## src/rtl/cache_pkg.sv

```systemverilog
// rtl/cache_pkg.sv - shared types and constants for the cache block-fill controller
package cache_pkg;

    typedef enum logic {
        IDLE = 1'b0,
        FILL = 1'b1
    } fill_state_t;

    localparam int BLOCK_WORDS = 8;

    // Block offset within a 16-byte line; cleared to form the block base.
    localparam int                    OFFSET_BITS = 4;
    localparam logic [OFFSET_BITS-1:0] OFFSET_MASK = 4'hF;

endpackage

```

## src/rtl/word_counter.sv

```systemverilog
// rtl/word_counter.sv - 3-bit word counter with enable, sync clear and terminal-count flag
module word_counter #(
    parameter logic [2:0] LAST = 3'd7
) (
    input  logic       clk,
    input  logic       rst_n,
    input  logic       clr,
    input  logic       en,
    output logic [2:0] cnt,
    output logic       tc
);

    logic [2:0] cnt_q;
    logic [2:0] cnt_d;

    assign cnt = cnt_q;
    assign tc  = (cnt_q == LAST);

    always_comb begin
        cnt_d = cnt_q;
        if (clr) begin
            cnt_d = '0;
        end else if (en) begin
            cnt_d = tc ? 3'd0 : cnt_q + 3'd1;
        end
    end

    always_ff @(posedge clk or negedge rst_n) begin
        if (!rst_n) begin
            cnt_q <= '0;
        end else begin
            cnt_q <= cnt_d;
        end
    end

endmodule

```

## src/rtl/cache_fill_fsm.sv

```systemverilog
// rtl/cache_fill_fsm.sv - cache miss block-fill controller: issues word reads and writes the block back
module cache_fill_fsm
    import cache_pkg::*;
#(
    parameter int ADDR_W      = 16,
    parameter int DATA_W      = 16,
    parameter int BLOCK_WORDS = cache_pkg::BLOCK_WORDS
) (
    input  logic              clk,
    input  logic              rst_n,
    input  logic              miss_detected,
    input  logic [ADDR_W-1:0] miss_address,
    input  logic [DATA_W-1:0] memory_data,
    input  logic              memory_data_valid,
    output logic              fsm_busy,
    output logic              mem_rd_en,
    output logic [ADDR_W-1:0] memory_address,
    output logic              write_data_array,
    output logic [ADDR_W-1:0] fill_address,
    output logic              write_tag_array
);

    localparam logic [2:0]        LAST_WORD  = 3'(BLOCK_WORDS - 1);
    localparam logic [ADDR_W-1:0] BASE_MASK  = ~{{(ADDR_W-OFFSET_BITS){1'b0}}, OFFSET_MASK};

    fill_state_t       state_q, state_d;
    logic [ADDR_W-1:0] base_q, base_d;
    logic              issue_done_q, issue_done_d;

    logic [2:0] issue_cnt;
    logic [2:0] rcv_cnt;
    logic       issue_tc;
    logic       rcv_tc;
    logic       in_fill;
    logic       miss_accept;
    logic       issue_en;
    logic       rcv_en;

    // The word itself goes straight to the data array; only its strobe matters here.
    logic unused_data;
    assign unused_data = ^memory_data;

    assign in_fill     = (state_q == FILL);
    // Gated with rst_n so the stall and the latch stay quiet while reset is held.
    assign miss_accept = rst_n && (state_q == IDLE) && miss_detected;
    assign issue_en    = in_fill && !issue_done_q;
    assign rcv_en      = in_fill && memory_data_valid;

    word_counter #(.LAST(LAST_WORD)) u_issue_cnt (
        .clk   (clk),
        .rst_n (rst_n),
        .clr   (miss_accept),
        .en    (issue_en),
        .cnt   (issue_cnt),
        .tc    (issue_tc)
    );

    word_counter #(.LAST(LAST_WORD)) u_rcv_cnt (
        .clk   (clk),
        .rst_n (rst_n),
        .clr   (miss_accept),
        .en    (rcv_en),
        .cnt   (rcv_cnt),
        .tc    (rcv_tc)
    );

    assign fsm_busy         = in_fill || miss_accept;
    assign mem_rd_en        = issue_en;
    assign memory_address   = base_q + ADDR_W'({issue_cnt, 1'b0});
    assign write_data_array = rcv_en;
    assign fill_address     = base_q + ADDR_W'({rcv_cnt, 1'b0});
    assign write_tag_array  = rcv_en && rcv_tc;

    always_comb begin
        state_d      = state_q;
        base_d       = base_q;
        issue_done_d = issue_done_q;
        case (state_q)
            IDLE: begin
                if (miss_accept) begin
                    state_d      = FILL;
                    base_d       = miss_address & BASE_MASK;
                    issue_done_d = 1'b0;
                end
            end
            FILL: begin
                // The issue counter wraps after the last word; this flag stops further reads.
                if (issue_en && issue_tc) begin
                    issue_done_d = 1'b1;
                end
                if (write_tag_array) begin
                    state_d = IDLE;
                end
            end
            default: begin
                state_d = IDLE;
            end
        endcase
    end

    always_ff @(posedge clk or negedge rst_n) begin
        if (!rst_n) begin
            state_q      <= IDLE;
            base_q       <= '0;
            issue_done_q <= 1'b0;
        end else begin
            state_q      <= state_d;
            base_q       <= base_d;
            issue_done_q <= issue_done_d;
        end
    end

endmodule

```

## config.mk

```make
export PLATFORM = sky130hd
export DESIGN_NAME = cache_fill_fsm
export DESIGN_NICKNAME = d
export VERILOG_FILES = /design/src/rtl/cache_pkg.sv /design/src/rtl/word_counter.sv /design/src/rtl/cache_fill_fsm.sv
export SDC_FILE = /design/constraint.sdc
export NUM_CORES = 1
export LEC_CHECK = 0
export CORE_UTILIZATION = 31
export DETAILED_ROUTE_END_ITERATION = 10
export GPL_ROUTABILITY_DRIVEN = 0
export PLACE_DENSITY = 0.8
export RECOVER_POWER = 100
export SETUP_SLACK_MARGIN = 0.02
export SYNTH_ARGS = -nofsm -noshare
export SYNTH_HDL_FRONTEND = slang
export SYNTH_SLANG_ARGS = --single-unit
```

## constraint.sdc

```tcl
create_clock -name clk -period 1.2 [get_ports clk]
set_input_delay 0.18 -clock clk [delete_from_list [all_inputs] [get_ports clk]]
set_output_delay 0.18 -clock clk [all_outputs]
set_load 0.005 [all_outputs]
```

# After elaboration in Yosys (flattened, before gate mapping)
# Index checks and enable logic that the tools add are counted.
[word_totals]
ff_bits = 20
latch_bits = 0
ram_bits = 0
rom_bits = 0
inputBits = 36
memories = 0
[op_classes]
n_addsub = 4
mul = 0
div_mod_pow = 0
n_lt_le_gt_ge = 0
eq_ne = 4
shift = 0
mux = 12
bitwise_logic = 1
reduce_logical = 12
[op_table]
columns = ["cell", "n"]
rows = [
  ["16-bit by 4-bit adder with 16-bit output", 2],
  ["3-bit two-way mux", 6],
  ["3-bit by 1-bit adder with 3-bit output, second input constant", 2],
  ["3-bit equality test, second input constant", 2],
  ["1-bit logical AND", 6],
  ["1-bit two-way mux", 4],
  ["1-bit one-hot mux with 2 select lines", 2],
  ["2-bit AND reduction", 2],
  ["2-bit nonzero test", 2],
  ["2-bit by 1-bit inequality test with 1-bit output, second input constant", 1],
  ["2-bit inequality test, second input constant", 1],
  ["1-bit zero test", 1],
  ["1-bit logical OR", 1],
  ["1-bit inverter", 1],
]

# Logic depth before layout (Yosys ltp)
[depth]
depth_word = 5
depth_mapped = 4

# Modules after synthesis
# From an unflattened synthesis, not the netlist that was laid out.
[hier_totals]
hier_cells = 75
area_unflattened_um2 = 1016.0
[modules_own_cells]
columns = ["module", "n_inst", "cells_per_inst", "area_each_um2", "seq_area_each_um2"]
rows = [
  ["cache_fill_fsm", 1, 51, 713.2, 350.3],
  ["word_counter", 2, 12, 151.4, 75.1],
]

# Worst setup path before layout
# No wires, ideal clock.
[synth_path]
path_kind = "reg-to-reg"
startpoint = "reg u_rcv_cnt.cnt_q[0] (netlist: u_rcv_cnt.cnt[0])"
endpoint = "reg u_rcv_cnt.cnt_q[2] (netlist: u_rcv_cnt.cnt[2])"
setup_ns = 0.120
arrival_time_ns = 1.212
setup_slack_ns = -0.132
path_stages_with_launch = 5
n_path_buf = 0
synth_period_minus_slack_ns = 1.332
path_cell_list = "dfrtp_1 ha_1 ha_1 and3_1 a31o_2"
[synth_via]
elab_chain_len = 4
[synth_rtl]
columns = ["element", "line", "rtl"]
rows = [
  ["from (decl)", "word_counter.sv:13", "logic [2:0] cnt_q;"],
  ["from (signal assigned)", "word_counter.sv:32", "cnt_q <= cnt_d;"],
  ["3-bit by 1-bit adder with 3-bit output or 3-bit equality test (tied branches)", "word_counter.sv:24, word_counter.sv:17", ""],
  ["3-bit two-way mux (*)", "word_counter.sv:24", "cnt_d = tc ? 3'd0 : cnt_q + 3'd1;"],
  ["3-bit two-way mux (*)", "word_counter.sv:23", "end else if (en) begin"],
  ["3-bit two-way mux (*)", "word_counter.sv:21", "if (clr) begin"],
]
# Every way passes the cells marked *; elsewhere a longest branch is shown, timed or not. The select of a mux whose other input is x is not followed.
# A chain may end at the register's enable or synchronous reset.

# Worst setup path after layout
[layout_path]
startpoint = "reg u_rcv_cnt.cnt_q[0] (netlist: u_rcv_cnt.cnt[0])"
endpoint = "out write_tag_array"
[layout_via]
elab_chain_len = 2
[layout_rtl]
columns = ["element", "line", "rtl"]
rows = [
  ["3-bit equality test", "word_counter.sv:17", "assign tc = (cnt_q == LAST);"],
  ["1-bit logical AND", "cache_fill_fsm.sv:72", "assign write_tag_array = rcv_en && rcv_tc;"],
  ["to (decl)", "cache_fill_fsm.sv:20", "output logic write_tag_array"],
]
# No other way between the ends.

==> summary.txt <==
Outcome
  – Status: complete, but fails checks
  – Failing checks: setup timing

Die
  – Effective utilization at floorplan: 0.334
  – Row count: 20
  – Horiz. Die Dim: between 50 and 60 um
  – Core area: roughly 3100 um2
  – Die Area: ~3600 um2
  – I/O pins: 72
  – Die Ht: around 60 um

Route
  – Drt wl/cell: 15.2 um
  – Post-DRT Antenna Nets: 0
  – DRC viols: 0
  – Pre-Repair DR Iteration Count: 2
  – Vias per cell: between 4 and 5
  – Detailed-route via count: approximately 900
  – Final WL: ~3000 um
  – Starting DRT DRC Count: 19

Cells and area
  – Share of cells above drive strength 1: 0.561
  – Final core occ: 0.611
  – Area grow syn2layout: 83.0%
  – # nets final: 196
  – Antenna Cells: 0
  – Number of fill cells in the layout: between 200 and 300
  – Final instance area: around 1900 um2

Critical path
  – CP startpoint kind: register
  – CP required: 1020 ps
  – Crit path DAT: around 1300 ps
  – R2R setup slack: -190 ps
  – Worst r2r dst: u_issue_cnt.cnt[2]$_DFFE_PN0P_
  – Setup CP Type: reg2out
  – Highest net fanout along the worst path: 2
  – RR Startpoint: u_issue_cnt.cnt[0]$_DFFE_PN0P_
  – Crit path capture type: output port
  – Cell count of the worst reg-to-reg path: 5

Logic synthesis
  – Area share of the largest cell type after synthesis: 0.483
  – Yosys top cell by area: dfrtp_1
  – Post-synthesis xor/xnor area fraction: 0
  – Synth cell types: 23
  – Post-synthesis sequential area ratio: 0.483
  – Synth cell count leaders: dfrtp_1, buf_4, mux2_4
  – Largest family of logic cells by synthesized area: multiplexers
  – Number of enable flip-flop cells after synthesis: 0
  – Mapped Cells: 77
  – Area contributors post-synth: dfrtp_1, mux2_4, buf_4, a31o_2, ha_1
  – Synth Area in Compound Gates: 0.0700
  – Count leader, synth: dfrtp_1
  – Area share of fa/ha/maj cells after synthesis: 0.0483
  – Mux cell area share after synthesis: 0.163
  – Synthesized area per cell: 13.5 um2
  – Simple-Gate Fraction of Synth Area: 0.0882
  – Ys Warns: 0
  – Most used flip-flop cell after synthesis: dfrtp_1
  – Count of state elements after synthesis: 20
  – Fraction of registers with async set/reset: 1.00
  – Post-Syn Area: 1040 um2

STA
  – Max Fclk: between 600 and 700 MHz
  – Slew headroom: 0.476
  – Hold Vio Cnt, Final: 0
  – Max Clock Skew: between 5 and 6 ps
  – Setup TNS: -3830 ps
  – Setup ws final: -296 ps
  – RSZ-0062 raised after global routing: true
  – Finish-stage setup viols: 26
  – Final min period: 1500 ps
  – Fin. max-slew vios: 0
  – Period utilization: 1.25
  – Worst-margin pin slew: slightly below 800 ps

Power
  – Peak VDD IR: ~1.0 mV
  – PD cells: 2480 nW/um2
  – Leakage power: between 0.0009 and 0.001 uW

CTS
  – TritonCTS clock tree: yes
  – CTS buffer count: 3
  – Max clock buf depth: 2
  – Post-CTS Hold Fix Bufs: 0
  – # clock sinks: 20
  – CTS HTree Levels: 1
  – Clk_lat worst skew: ~300 ps
  – Root Driver: clkbuf_4
  – Clock transition at path regs: ~120 ps

Placed design
  – I/O Buffers: around 50
  – Area after DPL: between 1500 and 2000 um2
  – Post-DP HPWL: around 1900 um

Global routing
  – Total Routing Usage GR: 0.183
  – Largest net degree at the start of global routing: 13
  – Gr ovfl total: 0
  – Vias in the first global route: between 900 and 1000
  – Initial antenna violation count: 0
  – First-pass GRT wire length: around 4700 um

Run
  – Max Cap Violations: 0

Worst hold path
  – Min-delay worst type: in2async
worst max path at each step:
stage,from,endpoint,slack (ps),cells past startpoint
floorplan,u_issue_cnt.cnt[0]$_DFFE_PN0P_,u_issue_cnt.cnt[2]$_DFFE_PN0P_,-60,4
global placement,rst_n,u_issue_cnt.cnt[1]$_DFFE_PN0P_,-330,4
detailed placement,rst_n,u_rcv_cnt.cnt[2]$_DFFE_PN0P_,-360,4
CTS,u_rcv_cnt.cnt[0]$_DFFE_PN0P_,write_tag_array,-320,4
global route,u_rcv_cnt.cnt[1]$_DFFE_PN0P_,write_tag_array,-350,4
finish,u_rcv_cnt.cnt[0]$_DFFE_PN0P_,write_tag_array,-300,4
timing repair:
| item | 4_1_cts | 5_1_grt |
|---|---|---|
| resized for setup | 96 | 38 |
| pin swaps | 8 | 6 |
| buffers inserted | 25 | 6 |
| setup endpoints to repair | 52 | 49 |
layer usage:
layer | wire [um] | GRT usage | vias to the layer above
li1 | - | - | 413
met1 | 1140 | 0.194 | 451
met2 | 1700 | 0.344 | 32
met3 | 109 | 0.0195 | 8
met4 | 89 | 0.106 | 0
met5 | 0 | 0 | -
stage by stage:
stage               power [uW]  worst slack, ps  hold slack (ps)  instances
floorplan                 2350            -55.5             -116         78
global placement          3480             -330              512        171
detailed placement        3600             -359              523        171
CTS                       4580             -321              213        198
global route              5010             -345              283        199
finish                    4700             -296              291        199
where the power goes:
group	internal (uW)	switching, uW	total (uW)
combinational	1960	977	2940
clock	338	216	553
sequential	997	213	1210
total	3300	1410	4700
cells by family (layout without fill, tap and decap cells):
logic type,count (synthesis),count (layout)
fa+ha+maj,4,4
mux,12,12
other cells,1,2
buf+inv,19,96
simple gates,12,12
flops,20,20
compound gates,9,9
state kept, by name, summed over array words and instances (netlist names):
register and cells:
issue_done_q 1, u_issue_cnt.cnt 3, u_rcv_cnt.cnt 3, base_q 12
in_fill 1
layout by cell type, fill, tap and decap left out:
master	count
clkbuf_1	5
a21oi_1	1
nor4b_2	1
conb_1	2
clkdlybuf4s15_1	11
bufinv_16	1
nand3b_1	1
nor2_1	1
dlygate4sd3_1	1
mux2_4	12
a31o_2	4
a21boi_2	1
and3b_1	1
buf_6	15
and3_4	2
nor4bb_4	1
nor4bb_2	1
and3b_2	1
inv_2	1
clkdlybuf4s50_1	14
and4b_1	1
or2b_1	1
buf_2	5
nand2_1	1
ha_4	4
dlygate4sd2_1	6
a21o_1	1
buf_8	1
clkbuf_4	8
inv_1	1
dfrtp_1	20
clkbuf_2	5
a31o_4	2
buf_4	22
final cells by class:
type / instances / area, um2 / share of cell area
Inverter: 2 / 7.51 / 0.00396
Multi-Input combinational cell: 39 / 512 / 0.270
Sequential cell: 20 / 500 / 0.264
Timing Repair Buffer: 90 / 768 / 0.405
Tap cell: 44 / 55.1 / 0.0290
Clock buffer: 3 / 22.5 / 0.0119
Clock inverter: 1 / 30.0 / 0.0158
worst max-delay path: stages (launching register included):
cell,delay (ps)
dfrtp_1,430
ha_4,180
ha_4,150
and3_4,140
buf_6,110
(Power assumes the default switching activity.)
